File: config.mk
export PLATFORM = sky130hd
export DESIGN_NAME = arcade_key_input
export DESIGN_NICKNAME = d
export VERILOG_FILES = /design/src/rtl/arcade_key_input.sv
export SDC_FILE = /design/constraint.sdc
export NUM_CORES = 1
export LEC_CHECK = 0
export ABC_AREA = 1
export BUFFER_PORTS_ARGS = -buffer_cell sky130_fd_sc_hd__buf_2
export CORE_ASPECT_RATIO = 0.6
export CORE_MARGIN = 4
export CORE_UTILIZATION = 40
export DETAILED_ROUTE_END_ITERATION = 12
export HOLD_SLACK_MARGIN = 0.03
export MAX_ROUTING_LAYER = met4
export PLACE_DENSITY_LB_ADDON = 0.2
export SLEW_MARGIN = 40
export SYNTH_ARGS = -nofsm -noshare
export SYNTH_HDL_FRONTEND = slang
export SYNTH_SLANG_ARGS = --single-unit
File: constraint.sdc
create_clock -name clk_sys -period 2.2 [get_ports clk_sys]
set_input_delay 0.11 -clock clk_sys [delete_from_list [all_inputs] [get_ports clk_sys]]
set_output_delay 0.11 -clock clk_sys [all_outputs]
set_load 0.1 [all_outputs]
File: src/rtl/arcade_key_input.sv
// ---------------------------------------------------------------------------
// arcade_key_input
//
// Input-conditioning stage in front of the game core's input registers.
// Decodes PS/2 key events and MiSTer joystick words into registered,
// active-high per-player button levels. It also turns coin key presses into
// fixed-width, rate-limited coin pulses.
//
// Parameters
//   COIN_CYCLES  coin pulse width, and also the minimum low gap after each
//                pulse, in clk_sys cycles (2 .. 2^24-1)
//
// Compile-time option
//   AUTO_COIN_EN  when defined, a rising edge of start1 or start2 also
//                 requests a coin1 pulse (one-button start).
//
// Ports
//   clk_sys     in   system clock
//   reset_n     in   asynchronous active-low reset
//   ps2_key     in   [10] event toggle, [9] pressed, [8] extended, [7:0] code
//   joystick_0  in   player 1 pad: [0] right [1] left [2] down [3] up
//                    [4] start1 [5] start2
//   joystick_1  in   player 2 pad, same layout
//   p1_dir      out  {up, down, left, right}, player 1
//   p2_dir      out  {up, down, left, right}, player 2
//   fire1/2     out  fire buttons
//   start1/2    out  start buttons
//   cheat       out  rack-advance key
//   coin1/2     out  shaped coin pulses
//
// Coin FSM handshake: a request is a single-cycle strobe. It is accepted
// in IDLE. In PULSE or GAP it is held in a one-deep pending flag. A request
// that arrives while pending is already set is dropped.
// ---------------------------------------------------------------------------

module arcade_coin_shaper #(
    parameter int COIN_CYCLES = 2400000
) (
    input  logic clk_sys,
    input  logic reset_n,
    input  logic req,
    output logic coin
);
    typedef enum logic [1:0] {
        IDLE  = 2'd0,
        PULSE = 2'd1,
        GAP   = 2'd2
    } state_t;

    localparam logic [23:0] RELOAD = 24'(COIN_CYCLES - 1);

    state_t      state_q, state_d;
    logic [23:0] cnt_q, cnt_d;
    logic        pending_q, pending_d;
    logic        coin_q, coin_d;

    always_comb begin
        state_d   = state_q;
        cnt_d     = cnt_q;
        pending_d = pending_q;
        coin_d    = coin_q;
        case (state_q)
            IDLE: begin
                if (req) begin
                    state_d = PULSE;
                    cnt_d   = RELOAD;
                    coin_d  = 1'b1;
                end
            end
            PULSE: begin
                // A request on the PULSE->GAP cycle still becomes pending.
                if (req) pending_d = 1'b1;
                if (cnt_q == 24'd0) begin
                    state_d = GAP;
                    cnt_d   = RELOAD;
                    coin_d  = 1'b0;
                end else begin
                    cnt_d = cnt_q - 24'd1;
                end
            end
            GAP: begin
                if (req) pending_d = 1'b1;
                if (cnt_q == 24'd0) begin
                    if (pending_q || req) begin
                        // The pending request is consumed here. A fresh
                        // request is kept only if one was already waiting.
                        state_d   = PULSE;
                        cnt_d     = RELOAD;
                        coin_d    = 1'b1;
                        pending_d = pending_q & req;
                    end else begin
                        state_d = IDLE;
                    end
                end else begin
                    cnt_d = cnt_q - 24'd1;
                end
            end
            default: begin
                state_d   = IDLE;
                coin_d    = 1'b0;
                pending_d = 1'b0;
            end
        endcase
    end

    always_ff @(posedge clk_sys or negedge reset_n) begin
        if (!reset_n) begin
            state_q   <= IDLE;
            cnt_q     <= 24'd0;
            pending_q <= 1'b0;
            coin_q    <= 1'b0;
        end else begin
            state_q   <= state_d;
            cnt_q     <= cnt_d;
            pending_q <= pending_d;
            coin_q    <= coin_d;
        end
    end

    assign coin = coin_q;
endmodule

module arcade_key_input #(
    parameter int COIN_CYCLES = 2400000
) (
    input  logic        clk_sys,
    input  logic        reset_n,
    input  logic [10:0] ps2_key,
    input  logic [15:0] joystick_0,
    input  logic [15:0] joystick_1,
    output logic [3:0]  p1_dir,
    output logic [3:0]  p2_dir,
    output logic        fire1,
    output logic        fire2,
    output logic        start1,
    output logic        start2,
    output logic        cheat,
    output logic        coin1,
    output logic        coin2
);
    typedef struct packed {
        logic up;
        logic down;
        logic left;
        logic right;
        logic fire1;
        logic start1;
        logic start2;
        logic cheat;
        logic coin1;
        logic coin2;
        logic p2_up;
        logic p2_down;
        logic p2_left;
        logic p2_right;
        logic fire2;
    } keys_t;

    keys_t keys_q, keys_d;
    logic  toggle_q;
    // Cleared by reset, so the first clock after release only captures the
    // toggle and never produces an event.
    logic  armed_q;
    logic  key_evt;
    logic  key_pressed;
    logic  key_ext;
    logic  [7:0] key_code;

    logic [3:0] p1_dir_q, p1_dir_d;
    logic [3:0] p2_dir_q, p2_dir_d;
    logic       fire1_q, fire1_d;
    logic       fire2_q, fire2_d;
    logic       start1_q, start1_d;
    logic       start2_q, start2_d;
    logic       cheat_q, cheat_d;
    logic       coin1_key_prev_q, coin2_key_prev_q;
    logic       coin1_req, coin2_req;

    logic unused_joy_bits;
    assign unused_joy_bits = ^{joystick_0[15:6], joystick_1[15:6]};

    assign key_evt     = armed_q && (ps2_key[10] != toggle_q);
    assign key_pressed = ps2_key[9];
    assign key_ext     = ps2_key[8];
    assign key_code    = ps2_key[7:0];

    // Key latches: direction codes match with either value of ext. All
    // other codes are mapped only when ext = 0.
    always_comb begin
        keys_d = keys_q;
        if (key_evt) begin
            case (key_code)
                8'h75: keys_d.up    = key_pressed;
                8'h72: keys_d.down  = key_pressed;
                8'h6B: keys_d.left  = key_pressed;
                8'h74: keys_d.right = key_pressed;
                8'h29, 8'h14: if (!key_ext) keys_d.fire1    = key_pressed;
                8'h05, 8'h16: if (!key_ext) keys_d.start1   = key_pressed;
                8'h06, 8'h1E: if (!key_ext) keys_d.start2   = key_pressed;
                8'h03:        if (!key_ext) keys_d.cheat    = key_pressed;
                8'h2E:        if (!key_ext) keys_d.coin1    = key_pressed;
                8'h36:        if (!key_ext) keys_d.coin2    = key_pressed;
                8'h2D:        if (!key_ext) keys_d.p2_up    = key_pressed;
                8'h2B:        if (!key_ext) keys_d.p2_down  = key_pressed;
                8'h23:        if (!key_ext) keys_d.p2_left  = key_pressed;
                8'h34:        if (!key_ext) keys_d.p2_right = key_pressed;
                8'h1C:        if (!key_ext) keys_d.fire2    = key_pressed;
                default: ;
            endcase
        end
    end

    // Joystick bits [3:0] are already in {up, down, left, right} order.
    always_comb begin
        p1_dir_d = {keys_q.up, keys_q.down, keys_q.left, keys_q.right} | joystick_0[3:0];
        p2_dir_d = {keys_q.p2_up, keys_q.p2_down, keys_q.p2_left, keys_q.p2_right}
                   | joystick_1[3:0];
        fire1_d  = keys_q.fire1;
        fire2_d  = keys_q.fire2;
        start1_d = keys_q.start1 | joystick_0[4] | joystick_1[4];
        start2_d = keys_q.start2 | joystick_0[5] | joystick_1[5];
        cheat_d  = keys_q.cheat;
    end

    always_ff @(posedge clk_sys or negedge reset_n) begin
        if (!reset_n) begin
            keys_q           <= '0;
            toggle_q         <= 1'b0;
            armed_q          <= 1'b0;
            p1_dir_q         <= 4'd0;
            p2_dir_q         <= 4'd0;
            fire1_q          <= 1'b0;
            fire2_q          <= 1'b0;
            start1_q         <= 1'b0;
            start2_q         <= 1'b0;
            cheat_q          <= 1'b0;
            coin1_key_prev_q <= 1'b0;
            coin2_key_prev_q <= 1'b0;
        end else begin
            keys_q           <= keys_d;
            toggle_q         <= ps2_key[10];
            armed_q          <= 1'b1;
            p1_dir_q         <= p1_dir_d;
            p2_dir_q         <= p2_dir_d;
            fire1_q          <= fire1_d;
            fire2_q          <= fire2_d;
            start1_q         <= start1_d;
            start2_q         <= start2_d;
            cheat_q          <= cheat_d;
            coin1_key_prev_q <= keys_q.coin1;
            coin2_key_prev_q <= keys_q.coin2;
        end
    end

`ifdef AUTO_COIN_EN
    logic start1_prev_q, start2_prev_q;

    always_ff @(posedge clk_sys or negedge reset_n) begin
        if (!reset_n) begin
            start1_prev_q <= 1'b0;
            start2_prev_q <= 1'b0;
        end else begin
            start1_prev_q <= start1_q;
            start2_prev_q <= start2_q;
        end
    end

    assign coin1_req = (keys_q.coin1 & ~coin1_key_prev_q)
                     | (start1_q & ~start1_prev_q)
                     | (start2_q & ~start2_prev_q);
`else
    assign coin1_req = keys_q.coin1 & ~coin1_key_prev_q;
`endif
    assign coin2_req = keys_q.coin2 & ~coin2_key_prev_q;

    arcade_coin_shaper #(.COIN_CYCLES(COIN_CYCLES)) u_coin1 (
        .clk_sys (clk_sys),
        .reset_n (reset_n),
        .req     (coin1_req),
        .coin    (coin1)
    );

    arcade_coin_shaper #(.COIN_CYCLES(COIN_CYCLES)) u_coin2 (
        .clk_sys (clk_sys),
        .reset_n (reset_n),
        .req     (coin2_req),
        .coin    (coin2)
    );

    assign p1_dir = p1_dir_q;
    assign p2_dir = p2_dir_q;
    assign fire1  = fire1_q;
    assign fire2  = fire2_q;
    assign start1 = start1_q;
    assign start2 = start2_q;
    assign cheat  = cheat_q;
endmodule
# ---- After elaboration in Yosys (flattened, before gate mapping)
# Cells that the tools add are included.
# W data, S select, Z words.
dict set report word_totals {
  regBits 88
  in_bits 45
  output_inout_bits 15
  word_cells 153
}
dict set report classes {
  add_sub_neg 2
  n_eq_ne 33
  mux 38
  bitwise 13
  reduce_logical 33
}
# op n
set op_table {}
lappend op_table {{$mux W24} 8}
lappend op_table {{$pmux W24 S3} 2}
lappend op_table {{$eq A8 B6 Y1 const B} 7}
lappend op_table {{$logic_not A24 Y1} 2}
lappend op_table {{$sub A24 B1 Y24 const B} 2}
lappend op_table {{$reduce_and A3 Y1} 15}
lappend op_table {{$eq A8 B5 Y1 const B} 4}
lappend op_table {{$eq A8 B7 Y1 const B} 4}
lappend op_table {{$eq A8 B3 Y1 const B} 2}
lappend op_table {{$mux W1} 16}
lappend op_table {{$ne A2 B1 Y1 const B} 8}
lappend op_table {{$mux W2} 6}
lappend op_table {{$pmux W1 S3} 4}
lappend op_table {{$pmux W2 S3} 2}
lappend op_table {{$eq A8 B2 Y1 const B} 1}
lappend op_table {{$or A4 B4 Y4} 2}
lappend op_table {{$reduce_and A2 Y1} 4}
lappend op_table {{$reduce_and A4 Y1} 2}
lappend op_table {{$ne A3 B3 Y1 const B} 2}
lappend op_table {{$reduce_bool A3 Y1} 2}
lappend op_table {{$reduce_or A2 Y1} 3}
lappend op_table {{$and A1 B1 Y1} 4}
lappend op_table {{$eq A2 B1 Y1 const B} 2}
lappend op_table {{$eq A2 B2 Y1 const B} 2}
lappend op_table {{6 further kinds} 13}

# ---- Depth between registers and ports, before layout
# Gate-level depths: netlist of run 1.
dict set report depth {
  depth_word 6
  ltp_mapped 12
  ltp_nobuf 11
}

# ---- Cells and area by module
# From an unflattened synthesis of run 1, not the netlist that was laid out.
dict set report hier_totals {
  cells_unflattened 723
  area_unflattened_um2 5373.9
}
# mod n_inst cells_each area_per_inst_um2 seq_area_each_um2
set modules_own_cells {}
lappend modules_own_cells {{arcade_coin_shaper (u_coin1)} 1 296 2024.4 700.7}
lappend modules_own_cells {{arcade_coin_shaper (u_coin2)} 1 254 1921.8 700.7}
lappend modules_own_cells {arcade_key_input 1 173 1427.6 800.8}

# ---- Least setup slack after synthesis of run 1
# No wires, ideal clock.
dict set report synth_path {
  path_type {register to register}
  start {register u_coin2.cnt_q[0]}
  end {register u_coin2.cnt_q[1]}
  setup_ps 117
  t_arrival_ps 1528
  required_ps 2083
  setup_slack_ps 555
  stages_incl_launch_ff 11
  n_path_buf 1
  synth_period_minus_slack_ps 1645
  cell_sequence {dfrtp_1 -> inv_1 -> ha_1 -> nand2_2 -> nor2_8 -> nand3_4 -> nor2_4 -> nor2_4 -> buf_6 -> nor2_1 -> nor2_1}
}
dict set report synth_between {
  elab_chain_len 3
  elab_cells_between_ends 7
  cone_classes {add/sub: 1; eq/ne: 1; mux: 3; reduce/logical: 2}
}
# element line
set synth_rtl {}
lappend synth_rtl {{from (decl)} 53} ;# logic [23:0] cnt_q, cnt_d;
lappend synth_rtl {{from (signal assigned)} 114} ;# cnt_q <= cnt_d;
lappend synth_rtl {{$sub A24 B1 Y24 / $logic_not A24 Y1 (equally long branches)} -}
lappend synth_rtl {{$mux W24, or another cell as far along} 83} ;# if (cnt_q == 24'd0) begin
lappend synth_rtl {{$pmux W24 S3 / $reduce_and A3 Y1 (equally long branches)} -}
# Several ways; a longest one is shown, not always the timed one.
# A chain may end at the register's enable or synchronous reset.

# ---- Worst setup path in the final report of run 1
dict set report layout_path {
  start {register u_coin2.cnt_q[0]}
  end {register u_coin2.cnt_q[11]}
}
# The elaborated chain is that of the path after synthesis.

==> results of run 1 <==
cell families after synthesis:
kind of cell | after synthesis | synth area share [%]
AO/OA/AOI/OAI | 65 | 6.363
XOR/XNOR | 10 | 1.662
adder cells (fa/ha/maj) | 10 | 2.374
buffers and inverters | 102 | 7.977
flip-flops | 88 | 41.79
other | 1 | 0.07116
AND/OR/NAND/NOR | 464 | 39.77
cell type report:
class                      instances  share of cell area [%]
clock buffer                      10                   3.750
multi-input combinational        551                   43.50
inverter                          90                   5.574
clock inverter                     6                  0.7377
sequential                        88                   36.07
timing repair buffer              62                   6.885
tap                              170                   3.484
cells in the final DEF (no fill, tap or decap), types with 8 or more instances in the layout:
| cell | instances |
|---|---|
| a21oi_1 | 9 |
| buf_2 | 38 |
| buf_4 | 8 |
| clkbuf_16 | 9 |
| dfrtp_1 | 88 |
| dlygate4sd3_1 | 15 |
| ha_1 | 9 |
| inv_1 | 88 |
| nand2_1 | 235 |
| nand3_1 | 50 |
| nand3b_1 | 8 |
| nand4_1 | 19 |
| nor2_1 | 103 |
| nor2_2 | 9 |
| o21ai_0 | 26 |
| o21ai_1 | 26 |
| or2_2 | 12 |
| xor2_1 | 8 |
through the flow:
stage          instances  setup WS [ns]  hold slack, ns  instance area [um^2]  util, %
2_1_floorplan        740         0.5548         -0.1856                  5270        -
3_3_place_gp         945         0.1913         0.04147                  5673    44.14
3_5_place_dp         945         0.1352         0.04856                  5673    44.14
4_1_cts              976         0.1211          0.1184                  6097    47.44
5_1_grt              977        0.04181          0.1558                  6106    47.51
6_report             977         0.1528          0.1332                  6106    47.51
power groups by stage:
stage	combinational (mW)	sequential, mW	clock, mW
after CTS	2.85	2.26	1.49
after global routing	3.27	2.31	1.55
after detailed placement	2.81	2.28	0
final	2.87	2.27	1.43
after global placement	2.74	2.27	0
after floorplan	2.04	2.38	0
sequential cells by signal, summed over array words and instances (netlist names), 2 cells and up:
| signal | cells |
|---|---|
| p2_dir | 4 |
| u_coin2.cnt_q | 24 |
| u_coin1.state_q | 2 |
| u_coin2.state_q | 2 |
| keys_q | 12 |
| p1_dir | 4 |
| u_coin1.cnt_q | 24 |
what timing repair did:
item,4_1_cts,5_1_grt
endpoints found under the setup margin,0,11
hold buffers,15,0
endpoints found under the hold margin,34,0
resized for setup,0,1
metal layers:
metal,up-vias,global-route usage (%)
met5,-,-
met4,0,5.000
met3,18,4.291
met2,121,24.02
met1,2218,26.97
li1,2455,-
critical path: stages (launching register included):
cell and delay [ns]:
dfrtp_1 0.37, inv_1 0.13, ha_2 0.24, nand2_2 0.15, nor2_8 0.20, nand3_4 0.23
nor2_4 0.24, nor2_2 0.17, o21ai_1 0.12, nand2_1 0.07
worst paths after layout:
path | endpoint | start | cells past startpoint | slack (ns)
worst max-delay path | u_coin2.cnt_q[11] | u_coin2.cnt_q[0] | 9 | 0.15
worst min register to register | fire1 | fire1_d | 0 | 0.38
min in group asynchronous | u_coin2.cnt_q[8] | reset_n | 2 | 0.21
worst max register to register | u_coin2.cnt_q[11] | u_coin2.cnt_q[0] | 9 | 0.15
worst min-delay path | fire2_d | ps2_key[1] | 4 | 0.13
max in group asynchronous | u_coin2.cnt_q[3] | reset_n | 3 | 1.32
==> qor.yml, run 1 <==
status: "finished clean"
avgSynthCellArea_um2: 7.122
p_int_mw: 3.611
drt_iter0_markers: 371
start_util_pct: 41.00
startpoint_type: "register"
routed_wl_um: 12740
dr_wl_met2_um: 5035
m1WireLength_um: 6834
ys_types: 38
io_buffers: 39
grt_pass1_wl_um: 21650
power_frac_seq_pct: 34.5
yosys_warnings: 0
multi_input_area_um2: 2656
fin_crit_sh_pct: 93.06
power_mw: 6.578
dieArea_um2: 15140
cts.htree.levels: 3
clock_latency_ns: 0.35
vias_per_cell: 4.925
rsz0062_at_grt: "false"
nFillCells: 1269
combPwrFrac_pct: 43.7
ioPinCount: 60
setup_tns_ns: 0
synth-async-reset-ratio_pct: 100.0
worst_slew_pin_slew_ns: 0.6031
antenna_found_initial: 0
coreArea_um2: 12850
layout-drive-gt1-share_pct: 12.89
syn_inst: 740
dr_wl_met3_um: 736
path_max_fanout: 15
cts_made_buffers: 9
synth_area_leaders: "dfrtp_1, nand2_1, nor2_1, inv_1, nand3_1"
root_buffer: "clkbuf_16"
hold_viol: 0
nets: 857
register_area_um2: 2202
rows: 32
end_kind: "register"
path_clk_slew_ns: 0.07
vias: 4812
drc: 0
critPathRequiredTime_ns: 2.43
yosysMostFrequentCell: "nand2_1"
fmax_mhz: 488.5
arrival_ns: 2.28
wire_per_inst_um: 13.04
max_cap_viol_count: 0
p_clk_share_pct: 21.8
synth_top_area_cell: "dfrtp_1"
die_h_um: 96.91
relSlewSlack_pct: 59.75
synth_top_area_share_pct: 41.79
grt_use_total_pct: 17.98
grt_pass1_vias: 4461
p_sw_mw: 2.967
grt_max_degree: 67
routabilityCongestion: 0.9233
clockBufferDepth: 2
synth_commonest_cells: "nand2_1, nor2_1, dfrtp_1, inv_1, nand3_1"
syn2layout_area_growth_pct: 15.86
worstSetupPathType: "register to register"
firstDrtPassIters: 7
syn-cell-area_um2: 5270
die_w_um: 156.2
post_cts_buffers: 0
ys.flop_type: "dfrtp_1"
swShare_pct: 45.10
cts_tree: "yes"
finalCriticalPeriod_ns: 2.047
synth_nets: 795
p_leak_nw: 3.043
highest_layer: "met4"
hpwl_um: 9290
synth-edff-count: 0
setup_viol: 0
ir_worst_vdd_mv: 0.5502
finClkSkew_ns: 0.007120
diodes: 0
grt_overflow: 0
ys_ff_latch: 88
maxSlewViolCount: 0
hold_path_class: "input pin to register"
power_density_nw_per_um2: 1077
cts_sinks: 88
postRouteAntennaNets: 0
yosysSeqAreaShare_pct: 41.79
Power figures use the tool's default switching activity.
==> run 2, diff against run 1 <==
--- a/config.mk
+++ b/config.mk
@@ -6,6 +6,7 @@
 export NUM_CORES = 1
 export LEC_CHECK = 0
 export ABC_AREA = 1
+export ABC_CLOCK_PERIOD_IN_PS = 2200
 export BUFFER_PORTS_ARGS = -buffer_cell sky130_fd_sc_hd__buf_2
 export CORE_ASPECT_RATIO = 0.6
 export CORE_MARGIN = 4
==> constraint.sdc (replaced) <==
create_clock -name clk_sys -period 2.2 [get_ports clk_sys]
set_input_delay 0.55 -clock clk_sys [delete_from_list [all_inputs] [get_ports clk_sys]]
set_output_delay 0.55 -clock clk_sys [all_outputs]
set_load 0.1 [all_outputs]
==> run 2 against run 1 <==
Compared with the run above: die area unchanged; global-route usage down 0.46 points; critical path type unchanged; first-iteration DRC count up 3.5%; non-clock buffer count down 12; sequential power about the same; critical endpoint is now u_coin2.cnt_q[18]; register-to-register slack better by 0.02 ns; setup slack better by 0.023 ns; utilization down 0.89 points; final area down 1.9%; maximum frequency up 1.1%; via count down 0.15%.
==> qor.yml, run 2 (synthesis results as in run 1) <==
routed_wl_um: 12760
reg_top3: "u_coin1.cnt_q: 24 flops, u_coin2.cnt_q: 24 flops, keys_q: 12 flops"
ioPinCount: 60
postRouteAntennaNets: 0
rows: 32
diodes: 0
hold_viol: 0
max_cap_viol_count: 0
grt_pass1_wl_um: 21110
die_h_um: 96.91
root_buffer: "clkbuf_16"
critPathRequiredTime_ns: 2.48
multi_input_area_um2: 2654
dpl_cell_area_um2: 5708
die_w_um: 156.2
end_kind: "register"
hpwl_um: 9506
coreArea_um2: 12850
final_area_um2: 5992
setup_viol: 0
worstSetupPathType: "register to register"
vias_per_cell: 4.979
cts_made_buffers: 9
setup_tns_ns: 0
status: "finished clean"
clock_latency_ns: 0.35
grt_max_degree: 38
p_leak_nw: 3.016
maxSlewViolCount: 0
cts.htree.levels: 3
grt_pass1_vias: 4375
relSlewSlack_pct: 60.54
dieArea_um2: 15140
fmax_mhz: 494.0
layout-drive-gt1-share_pct: 13.46
wire_per_inst_um: 13.22
cts_sinks: 88
finalCriticalPeriod_ns: 2.024
rr_worst_depth: 9
cts_tree: "yes"
io_buffers: 39
clockBufferDepth: 2
finClkSkew_ns: 0.01077
vias: 4805
power_density_nw_per_um2: 1103
grt_use_total_pct: 17.52
startpoint_type: "register"
start_util_pct: 41.00
nets: 845
worstSetupStartpoint: "u_coin2.cnt_q[0]"
routabilityCongestion: 0.9589
rsz0062_at_grt: "false"
path_clk_slew_ns: 0.07
layout_commonest_cell: "nand2_1"
drt_iter0_markers: 384
drc: 0
arrival_ns: 2.30
nFillCells: 1304
reg2reg_slack_ns: 0.18
fin_crit_sh_pct: 92.02
grt_overflow: 0
worst_slew_pin_slew_ns: 0.5913
fin_util_pct: 46.62
register_area_um2: 2202
firstDrtPassIters: 5
hold_path_class: "input pin to asynchronous set/reset pin"
ir_worst_vdd_mv: 0.6796
antenna_found_initial: 0
syn2layout_area_growth_pct: 13.70
r2r_end: "u_coin2.cnt_q[18]"
r2r-start: "u_coin2.cnt_q[0]"
final_cell_mix: "nand2_1, nor2_1, inv_1, dfrtp_1, nand3_1"
path_max_fanout: 12
run 2: worst max path at each step:
stage	endpoint	slack [ns]	depth (start not counted)
detailed placement	u_coin2.cnt_q[19]	0.17	10
global placement	u_coin2.cnt_q[17]	0.22	10
global route	u_coin2.cnt_q[13]	0.007	7
CTS	u_coin2.cnt_q[19]	0.14	10
floorplan	u_coin2.cnt_q[1]	0.55	10
finish	u_coin2.cnt_q[18]	0.18	9
run 2: layout make-up:
class                   instances  area share, %
clock buffers                   9          3.759
clock inverters                 7         0.8770
inverters                      90          5.680
multi-input cells             551          44.29
flip-flops and latches         88          36.75
well taps                     170          3.550
repair buffers                 50          5.095
run 2: repair_timing:
action                                  CTS  global route
buffers inserted                          0             0
hold buffers                              0             0
resized for setup                         0             0
endpoints found under the setup margin    0             4
run 2: worst max-delay path, cell delays in order, from the launching register on:
cell and delay, ns:
dfrtp_1 0.35, inv_1 0.09, ha_1 0.27, nand2_2 0.19, nor2_8 0.08, nand3_4 0.18, nor2_4 0.08, nor2_2 0.49
o21ai_1 0.14, nand2_1 0.08
run 2: power by group:
part | internal, mW | leakage (nW) | switching, mW
Sequential | 1.93 | 1.07 | 0.326
Clock | 0.776 | 0.137 | 0.690
Combinational | 0.906 | 1.81 | 1.98
Total | 3.62 | 3.02 | 2.99
run 2: metal layers:
layer,global-route usage [%],wire length (um),vias up
met5,-,0,-
met4,4.267,116,0
met3,3.353,749,12
met2,23.55,5125,151
met1,26.93,6764,2211
li1,-,-,2431
run 2: stage by stage:
stage	setup WS (ns)	hold slack, ns	std cells	power, mW
floorplan	0.5548	0.2544	740	4.420
global placement	0.2245	0.3645	948	5.037
detailed placement	0.1653	0.3635	948	5.117
CTS	0.1427	0.08390	964	6.612
global route	0.006845	0.09706	965	7.135
finish	0.1756	0.08238	965	6.610
